==> config.mk <==
export PLATFORM = sky130hd
export DESIGN_NAME = stream_src_arbiter
export DESIGN_NICKNAME = d
export VERILOG_FILES = /design/src/rtl/stream_src_arbiter.sv
export SDC_FILE = /design/constraint.sdc
export NUM_CORES = 1
export LEC_CHECK = 0
export ABC_CLOCK_PERIOD_IN_PS = 1900
export CAP_MARGIN = 10
export CORE_ASPECT_RATIO = 1.75
export CORE_MARGIN = 2
export CORE_UTILIZATION = 36
export DETAILED_ROUTE_END_ITERATION = 12
export GPL_TIMING_DRIVEN = 0
export PLACE_DENSITY = 0.8
export SLEW_MARGIN = 15
export SYNTH_ARGS = -nofsm -noshare
export SYNTH_HDL_FRONTEND = slang
export SYNTH_SLANG_ARGS = --single-unit
==> constraint.sdc <==
create_clock -name BUS_CLK -period 1.9 [get_ports BUS_CLK]
set_input_delay 0.38 -clock BUS_CLK [delete_from_list [all_inputs] [get_ports BUS_CLK]]
set_output_delay 0.38 -clock BUS_CLK [all_outputs]
set_load 0.02 [all_outputs]
==> src/rtl/stream_src_arbiter.sv <==
// -----------------------------------------------------------------------------
// stream_src_arbiter
//
// Round-robin arbiter that merges NUM_SRC first-word-fall-through (FWFT)
// 16-bit sources into a single FWFT read port for stream_fifo. Each grant is
// held for at most MAX_BURST words, so no source can starve the others.
// Everything runs on BUS_CLK. Reset is synchronous and active-low.
//
// Optional feature (compile-time macro): STREAM_SRC_HEADER_EN
//   When defined, every grant first emits one header word
//   {4'hF, 1'b0, GRANT_ID, 8'h00} before the source's data words.
// -----------------------------------------------------------------------------
module stream_src_arbiter #(
    parameter int NUM_SRC   = 2,   // 2..8 upstream sources
    parameter int MAX_BURST = 64   // 1..255 words per grant
) (
    input  logic                  BUS_CLK,
    input  logic                  BUS_RST_N,
    input  logic [NUM_SRC-1:0]    SRC_EN,
    input  logic [NUM_SRC-1:0]    IN_FIFO_EMPTY,
    input  logic [16*NUM_SRC-1:0] IN_FIFO_DATA,
    output logic [NUM_SRC-1:0]    IN_FIFO_READ,
    input  logic                  OUT_FIFO_READ,
    output logic                  OUT_FIFO_EMPTY,
    output logic [15:0]           OUT_FIFO_DATA,
    output logic [2:0]            GRANT_ID,
    output logic                  BUSY
);

    // -------------------------------------------------------------------------
    // State encoding
    // -------------------------------------------------------------------------
    typedef enum logic [1:0] {
        S_IDLE   = 2'd0,
        S_BURST  = 2'd1
`ifdef STREAM_SRC_HEADER_EN
        , S_HEADER = 2'd2
`endif
    } state_t;

    state_t      r_state;
    logic [2:0]  r_grant;      // currently (or most recently) granted source
    logic [2:0]  r_last;       // last-served source, origin of the round-robin search
    logic [7:0]  r_cnt;        // words popped from the granted source in this grant
    logic        r_busy;

    logic [NUM_SRC-1:0] w_elig;
    logic               w_any_elig;
    logic [2:0]         w_next_grant;

    logic               w_g_empty;
    logic               w_g_en;
    logic [15:0]        w_g_data;

    logic               w_out_empty;
    logic [15:0]        w_out_data;
    logic               w_accept;     // consumer pop that actually takes a word
    logic               w_src_pop;    // accepted pop that must reach the granted source
    logic               w_burst_last; // the current pop uses up the burst budget

    // A source may be granted only when it is enabled and holds data.
    assign w_elig = SRC_EN & ~IN_FIFO_EMPTY;

    // Round-robin search: first eligible index strictly after r_last, wrapping.
    // NOTE: every signal written in a combinational block gets a default at the
    // top so that no path leaves it unassigned and no latch is inferred.
    always_comb begin
        w_any_elig   = 1'b0;
        w_next_grant = '0;
        for (int k = 1; k <= NUM_SRC; k++) begin
            for (int i = 0; i < NUM_SRC; i++) begin
                if (!w_any_elig && w_elig[i] &&
                    (i == (int'(r_last) + k) % NUM_SRC)) begin
                    w_any_elig   = 1'b1;
                    w_next_grant = 3'(i);
                end
            end
        end
    end

    // Select the flags and head word of the granted source.
    always_comb begin
        w_g_empty = 1'b1;
        w_g_en    = 1'b0;
        w_g_data  = '0;
        for (int i = 0; i < NUM_SRC; i++) begin
            if (r_grant == 3'(i)) begin
                w_g_empty = IN_FIFO_EMPTY[i];
                w_g_en    = SRC_EN[i];
                w_g_data  = IN_FIFO_DATA[16*i +: 16];
            end
        end
    end

    // Merged output port; forced empty while reset is asserted so that no pop
    // can be accepted in the reset cycle.
    always_comb begin
        w_out_empty = 1'b1;
        w_out_data  = '0;
        if (BUS_RST_N) begin
            case (r_state)
                S_BURST: begin
                    // A source disabled mid-burst reads as empty at once.
                    w_out_empty = w_g_empty | ~w_g_en;
                    w_out_data  = w_g_data;
                end
`ifdef STREAM_SRC_HEADER_EN
                S_HEADER: begin
                    w_out_empty = 1'b0;
                    w_out_data  = {4'hF, 1'b0, r_grant, 8'h00};
                end
`endif
                default: begin
                    w_out_empty = 1'b1;
                    w_out_data  = '0;
                end
            endcase
        end
    end

    assign w_accept     = OUT_FIFO_READ & ~w_out_empty;
    assign w_src_pop    = w_accept & (r_state == S_BURST);
    assign w_burst_last = (r_cnt == 8'(MAX_BURST - 1));

    // Route an accepted data pop to the granted source only.
    always_comb begin
        IN_FIFO_READ = '0;
        for (int i = 0; i < NUM_SRC; i++) begin
            if (w_src_pop && (r_grant == 3'(i))) begin
                IN_FIFO_READ[i] = 1'b1;
            end
        end
    end

    assign OUT_FIFO_EMPTY = w_out_empty;
    assign OUT_FIFO_DATA  = w_out_data;
    assign GRANT_ID       = r_grant;
    assign BUSY           = r_busy;

    // Grant FSM: picks a source in IDLE, streams it in BURST, releases on
    // burst budget exhaustion or when the source runs dry / is disabled.
    // NOTE: sequential state is updated only with non-blocking assignments so
    // every register samples the pre-edge values of its inputs.
    always_ff @(posedge BUS_CLK) begin
        if (!BUS_RST_N) begin
            r_state <= S_IDLE;
            r_grant <= '0;
            r_last  <= 3'(NUM_SRC - 1);
            r_cnt   <= '0;
            r_busy  <= 1'b0;
        end else begin
            case (r_state)
                S_IDLE: begin
                    if (w_any_elig) begin
                        r_grant <= w_next_grant;
                        r_cnt   <= '0;
                        r_busy  <= 1'b1;
`ifdef STREAM_SRC_HEADER_EN
                        r_state <= S_HEADER;
`else
                        r_state <= S_BURST;
`endif
                    end
                end

`ifdef STREAM_SRC_HEADER_EN
                S_HEADER: begin
                    // The header pop neither touches a source nor counts
                    // toward the burst budget.
                    if (w_accept) begin
                        r_state <= S_BURST;
                    end
                end
`endif

                S_BURST: begin
                    if (w_src_pop) begin
                        if (w_burst_last) begin
                            r_state <= S_IDLE;
                            r_last  <= r_grant;
                            r_busy  <= 1'b0;
                        end else begin
                            r_cnt <= r_cnt + 8'd1;
                        end
                    end else if (w_out_empty) begin
                        r_state <= S_IDLE;
                        r_last  <= r_grant;
                        r_busy  <= 1'b0;
                    end
                end

                default: begin
                    r_state <= S_IDLE;
                    r_busy  <= 1'b0;
                end
            endcase
        end
    end

endmodule

==> results of run 1 <==
-- where the power goes --
group / internal, uW / total [uW] / switching [uW] / leakage [uW]
Combinational: 145 / 257 / 113 / 0.000573
Clock: 148 / 240 / 92.4 / 0.0000228
Sequential: 238 / 249 / 10.7 / 0.0000899
-- cell families (layout without fill, tap and decap cells) --
group | count (synthesis) | count (layout) | synth area share (%)
AOI/OAI and AO/OA | 22 | 22 | 18.5
adders and majority gates | 1 | 1 | 1.31
buffers and inverters | 11 | 80 | 6.28
DFF | 11 | 11 | 23.0
muxes | 17 | 17 | 17.8
other | 1 | 2 | 0.392
and+or+nand+nor | 61 | 61 | 32.7
-- metrics by stage --
stage                     std cells  util [%]  TNS [ps]  hold WS (ps)  power [uW]
after global placement          210      62.7    -16260           467         494
after floorplan                 125         -         0           447         364
after CTS                       220      66.2         0           482         743
after global routing            220      66.5         0           506         781
final                           220      66.5         0           489         747
after detailed placement        210      62.7    -17120           471         499
-- per-layer routing --
metal / vias up / share of wire (%) / track usage, %
li1: 594 / - / -
met5: - / 0 / 0
met3: 2 / 7.2 / 5.72
met2: 66 / 53 / 40.7
met1: 537 / 39 / 24.3
met4: 0 / 0.57 / 8.75
-- cell usage in the layout (no fill, tap or decap), types with 3 or more instances in the layout --
master	synthesis	final
clkdlybuf4s50_1	0	35
buf_4	3	11
nand2_1	14	13
clkbuf_8	0	5
o2111ai_1	4	4
mux2i_1	17	17
o21ai_1	3	3
nor2b_1	5	5
inv_1	3	3
buf_2	0	9
nor2_1	19	18
dfxtp_1	11	9
dlygate4sd2_1	0	7
buf_6	1	5
nand3_1	7	7
-- cell type report --
class,count,area share [%]
multi-input cells,103,41.7
repair buffers,65,34.9
flip-flops and latches,11,13.3
plain buffers,8,4.85
clock buffers,4,2.69
well taps,26,1.94
inverters,3,0.672
-- timing repair --
action | 4_1_cts | 5_1_grt
setup endpoints to repair | 20 | 8
buffers inserted | 6 | 0
resized for setup | 92 | 3
pin swaps | 2 | 0
-- flip-flops by register name, summed over array words and instances, names as in the netlist --
name	cells
GRANT_ID	1
r_cnt	8
r_last	1
r_state	1
-- cell usage after synthesis, types with 3 or more instances --
cell type	number	area share [%]
o21ai_1	3	1.6
nand3_1	7	3.7
mux2i_1	17	18
buf_4	3	2.4
inv_1	3	1.2
nand2_1	14	5.5
o2111ai_1	4	3.7
nor2_1	19	7.5
dfxtp_1	11	23
nor2b_1	5	3.3
-- worst min path at each step --
stage / startpoint / endpoint / depth (start not counted)
2_1_floorplan: r_cnt[5] / r_cnt[5] / 1
3_3_place_gp: r_cnt[5] / r_cnt[5] / 1
3_5_place_dp: r_cnt[5] / r_cnt[5] / 1
4_1_cts: r_cnt[5] / r_cnt[5] / 1
5_1_grt: r_cnt[5] / r_cnt[5] / 1
6_report: r_cnt[5] / r_cnt[5] / 1
==> results.sh, run 1 <==
export IMPL_slowest_stage="dlygate4sd2_1"
export IMPL_first_global_vias=1277
export IMPL_finalCritPeriodShare_pct=95.7
export IMPL_dpl_hpwl_um=2380
export IMPL_seqCellArea_um2=223
export IMPL_clock_path_buffers=2
export IMPL_crit_end="IN_FIFO_READ[1]"
export IMPL_num_fill_cells=243
export IMPL_slew_viol_final=0
export IMPL_max_freq_ghz=0.550
export IMPL_critPathKind="in -> out"
export IMPL_reg2reg_slack_ps=190
export IMPL_finalSetupViolations=0
export IMPL_outcome="complete, no violations"
export IMPL_post_place_ws_ps=-1010
export IMPL_ys_warn_count=0
export IMPL_routedWlPerCell_um=14.5
export IMPL_rr_worst_depth=5
export IMPL_nNetsFinal=235
export IMPL_cp_depth=6
export IMPL_clk_pin_slew_ps=50
export IMPL_drive_above_1_share_pct=20.6
export IMPL_cts_root_buf="clkbuf_8"
export IMPL_diodes=0
export IMPL_syn_inst=124
export IMPL_clk_latency_ps=240
export IMPL_rows=24
export IMPL_multi_input_area_um2=699
export IMPL_cap_violations=0
export IMPL_cellPowerDensity_nw_per_um2=445
export IMPL_grt_max_degree=11
export IMPL_setup_worst_path_start="SRC_EN[0]"
export IMPL_grt_pass1_wl_um=5440
export IMPL_postRouteAntennaNets=0
export IMPL_cts_sinks=11
export IMPL_rsz0062_at_grt="no"
export IMPL_leakagePower_uw=0.000686
export IMPL_cp_required_ps=1520
export IMPL_cp_slowest_stage_delay_ps=250
export IMPL_timing_final_ws_setup_ps=81.7
export IMPL_crit_buf_inv=3
export IMPL_crit_path_end_kind="primary output"
export IMPL_arrival_ps=1440
export IMPL_stdcell_area_um2=1680
export IMPL_overflow=0
export IMPL_die_h_um=72.2
export IMPL_first_iter_violations=25
export IMPL_dominantRegCellSynth="dfxtp_1"
export IMPL_synth_edff_count=0
export IMPL_ir_worst_vdd_uv=259
export IMPL_tightest_slew_ps=919
export IMPL_placed_area_um2=1580
export IMPL_area_growth_pct=75.4
export IMPL_syn_cell_area_um2=956
export IMPL_hold_violations=0
export IMPL_drc_errors=0
export IMPL_dr_pass1_iters=4
export IMPL_reg2reg_to="r_cnt[0]"
export IMPL_syn_mean_instance_area_um2=7.71
export IMPL_cts_hold_buf=0
export IMPL_gp_congestion=0.838
export IMPL_h_tree_depth=1
export IMPL_cts_buffers=3
export IMPL_critPathMaxFanout=2
export IMPL_synth_seq_cells=11
export IMPL_finalClockSkew_ps=1.76
export IMPL_max_slew_margin_pct=37.9
export IMPL_synthArstFlopShare_pct=0
export IMPL_timing_rr_start="r_cnt[0]"
export IMPL_fin_crit_ps=1820
export IMPL_antenna_found_initial=0
export IMPL_ios=62
export IMPL_via_count=1199
export IMPL_fp_dieW_um=43.0
export IMPL_ys_types=39
export IMPL_startpoint_type="input port"
export IMPL_initial_core_util_pct=37.9
export IMPL_core_area_um2=2520
export IMPL_dieArea_um2=3100
export IMPL_cp_top_family="buffers and inverters"
export IMPL_min_path_type="reg -> reg"
export IMPL_cts_tree="done"
export IMPL_portBuffers=59
export IMPL_via_per_inst=5.45
export IMPL_yosysSeqAreaShare_pct=23.0
export IMPL_grtUsageTotal_pct=22.5
export IMPL_routed_wl_um=3180
export IMPL_cp_cell_sequence="dlygate4sd2_1 > nor3b_4 > buf_4 > o211a_1 > and2_4 > buf_6"
(Power assumes the default switching activity.)
==> run 2: changes to the inputs <==
--- a/config.mk
+++ b/config.mk
@@ -9,10 +9,11 @@
 export CAP_MARGIN = 10
 export CORE_ASPECT_RATIO = 1.75
 export CORE_MARGIN = 2
-export CORE_UTILIZATION = 36
+export CORE_UTILIZATION = 37
+export CTS_BUF_LIST = sky130_fd_sc_hd__clkbuf_8
 export DETAILED_ROUTE_END_ITERATION = 12
 export GPL_TIMING_DRIVEN = 0
-export PLACE_DENSITY = 0.8
+export PLACE_DENSITY = 0.82
 export SLEW_MARGIN = 15
 export SYNTH_ARGS = -nofsm -noshare
 export SYNTH_HDL_FRONTEND = slang
==> run 2 against run 1 <==
  * Critical endpoint unchanged
  * Combinational power about the same
  * Global-route usage decreased by 0.14 points
  * Routed wire length decreased by 0.63%
  * Critical path depth decreased by 1
  * Sequential power about the same
  * Core utilization increased by 2.6 points
  * Maximum frequency about the same
  * Sequential cell count unchanged
  * Die area decreased by 2.5%
  * Final cell count unchanged
  * Clock-buffer cell count decreased by 1
==> results.sh, run 2 (synthesized netlist as in run 1, its figures left out) <==
export IMPL_worstHoldPathCells=1
export IMPL_slew_viol_final=0
export IMPL_timing_final_ws_setup_ps=80.8
export IMPL_grtUsageTotal_pct=22.3
export IMPL_post_place_ws_ps=-1010
export IMPL_hold_violations=0
export IMPL_finalClockSkew_ps=9.54
export IMPL_gp_congestion=0.892
export IMPL_pwr_share_clk_pct=32.2
export IMPL_cts_tree="done"
export IMPL_die_h_um=71.2
export IMPL_via_count=1238
export IMPL_initial_core_util_pct=38.8
export IMPL_hold_ws_ps=499
export IMPL_cts_root_buf="clkbuf_8"
export IMPL_cellPowerDensity_nw_per_um2=440
export IMPL_rsz0062_at_grt="no"
export IMPL_final_common_cell="clkdlybuf4s50_1"
export IMPL_final_cell_mix="clkdlybuf4s50_1, nor2_1, mux2i_1"
export IMPL_min_path_type="reg -> reg"
export IMPL_num_fill_cells=211
export IMPL_rows=24
export IMPL_rr_worst_depth=5
export IMPL_grt_max_degree=11
export IMPL_critPathKind="in -> out"
export IMPL_outcome="complete, no violations"
export IMPL_finalSetupViolations=0
export IMPL_diodes=0
export IMPL_reg2reg_to="r_cnt[4]"
export IMPL_seqPwrFrac_pct=33.3
export IMPL_finalCritPeriodShare_pct=95.7
export IMPL_drc_errors=0
export IMPL_largest_register_ff_count=8
export IMPL_grt_pass1_wl_um=5240
export IMPL_fin_util_pct=69.1
export IMPL_dr_pass1_iters=6
export IMPL_crit_buf_inv=2
export IMPL_cp_slowest_stage_delay_ps=320
export IMPL_power_switching_uw=221
export IMPL_area_growth_pct=77.9
export IMPL_slowest_stage="nor3b_4"
export IMPL_ios=62
export IMPL_postRouteAntennaNets=0
export IMPL_crit_path_end_kind="primary output"
export IMPL_fp_dieW_um=42.4
export IMPL_cap_violations=0
export IMPL_portBuffers=59
export IMPL_switching_share_pct=29.6
export IMPL_antenna_found_initial=0
export IMPL_dpl_hpwl_um=2440
export IMPL_cp_cell_sequence="dlygate4sd2_1 > nor3b_4 > o211a_4 > and2_4 > buf_6"
export IMPL_leakagePower_uw=0.000680
export IMPL_intPower_uw=526
export IMPL_hp_start="r_cnt[5]"
export IMPL_cts_buffers=3
export IMPL_via_per_inst=5.63
export IMPL_power_frac_comb_pct=34.4
export IMPL_max_slew_margin_pct=41.1
export IMPL_timing_rr_start="r_cnt[0]"
export IMPL_multi_input_area_um2=712
export IMPL_startpoint_type="input port"
export IMPL_overflow=0
export IMPL_cp_required_ps=1520
export IMPL_cts_sinks=11
export IMPL_h_tree_depth=1
export IMPL_arrival_ps=1440
export IMPL_first_iter_violations=49
export IMPL_seqCellArea_um2=223
export IMPL_ir_worst_vdd_uv=242
export IMPL_critPathMaxFanout=4
export IMPL_drive_above_1_share_pct=21.1
export IMPL_routed_wl_um=3160
export IMPL_nNetsFinal=235
export IMPL_cts_hold_buf=0
export IMPL_tightest_slew_ps=871
export IMPL_dieArea_um2=3020
export IMPL_cp_top_family="simple AND/OR/NAND/NOR gates"
export IMPL_largest_register="r_cnt"
export IMPL_fin_crit_ps=1820
export IMPL_clk_pin_slew_ps=60
export IMPL_routedWlPerCell_um=14.4
export IMPL_holdPathEnd="r_cnt[5]"
export IMPL_clk_latency_ps=250
export IMPL_first_global_vias=1287
export IMPL_reg2reg_slack_ps=190
export IMPL_max_freq_ghz=0.550
export IMPL_clock_path_buffers=2
export IMPL_core_area_um2=2460
[run 2: cell types whose count changed in the layout (fill, tap and decap cells not counted), sizes merged]
cell,delta
dlygate4sd2,-2
buf,-2
inv,+1
clkbuf,+1
clkdlybuf4s15,+2
[run 2: final cells by class]
cell class | instances | area share (%)
sequential | 11 | 13.1
clock buffer | 3 | 2.43
buffer | 8 | 4.93
clock inverter | 1 | 0.221
multi-input combinational | 103 | 41.9
timing repair buffer | 65 | 34.9
inverter | 3 | 0.662
tap | 26 | 1.91
[run 2: worst max path at each step]
stage,cells after the start,slack [ps],start,to
after detailed placement,6,-1010,BUS_RST_N,OUT_FIFO_DATA[9]
after global placement,6,-960,BUS_RST_N,OUT_FIFO_DATA[14]
after floorplan,3,140,GRANT_ID[0],OUT_FIFO_DATA[0]
after global routing,5,30,r_cnt[0],r_cnt[2]
final,5,80,IN_FIFO_EMPTY[0],IN_FIFO_READ[1]
after CTS,4,10,GRANT_ID[0],OUT_FIFO_DATA[3]
[run 2: through the flow]
stage | instance area, um2 | TNS, ps | total power (uW) | std cells
finish | 1700 | 0 | 748 | 220
global route | 1700 | 0 | 779 | 220
CTS | 1690 | 0 | 746 | 220
detailed placement | 1580 | -16920 | 498 | 210
global placement | 1580 | -15810 | 493 | 210
floorplan | 960 | 0 | 364 | 125
[run 2: worst reg2reg max path: stages (launching register included)]
cell and delay (ps):
dfxtp_1 420, ha_1 260, or3b_1 410, o21ai_1 270
or4_1 170, nand3_1 70
[run 2: power by group through the flow]
stage               clock network [uW]  logic (uW)  registers [uW]
floorplan                            0         112             252
global placement                     0         243             250
detailed placement                   0         248             250
CTS                                243         256             247
global route                       252         277             250
finish                             241         258             249
[run 2: timing repair]
| action | 4_1_cts | 5_1_grt |
|---|---|---|
| buffers inserted | 5 | 0 |
| pin swaps | 3 | 0 |
| gates cloned | 1 | 0 |
| resized for setup | 97 | 4 |
| setup endpoints to repair | 20 | 10 |
[run 2: layer usage]
layer  part of all wire [%]  track usage, %  vias to the layer above
met5                      0               0                        -
met4                    2.9            10.8                        0
met2                     52            40.9                       84
met3                    9.0            5.04                       11
met1                     36            23.2                      552
li1                       -               -                      591
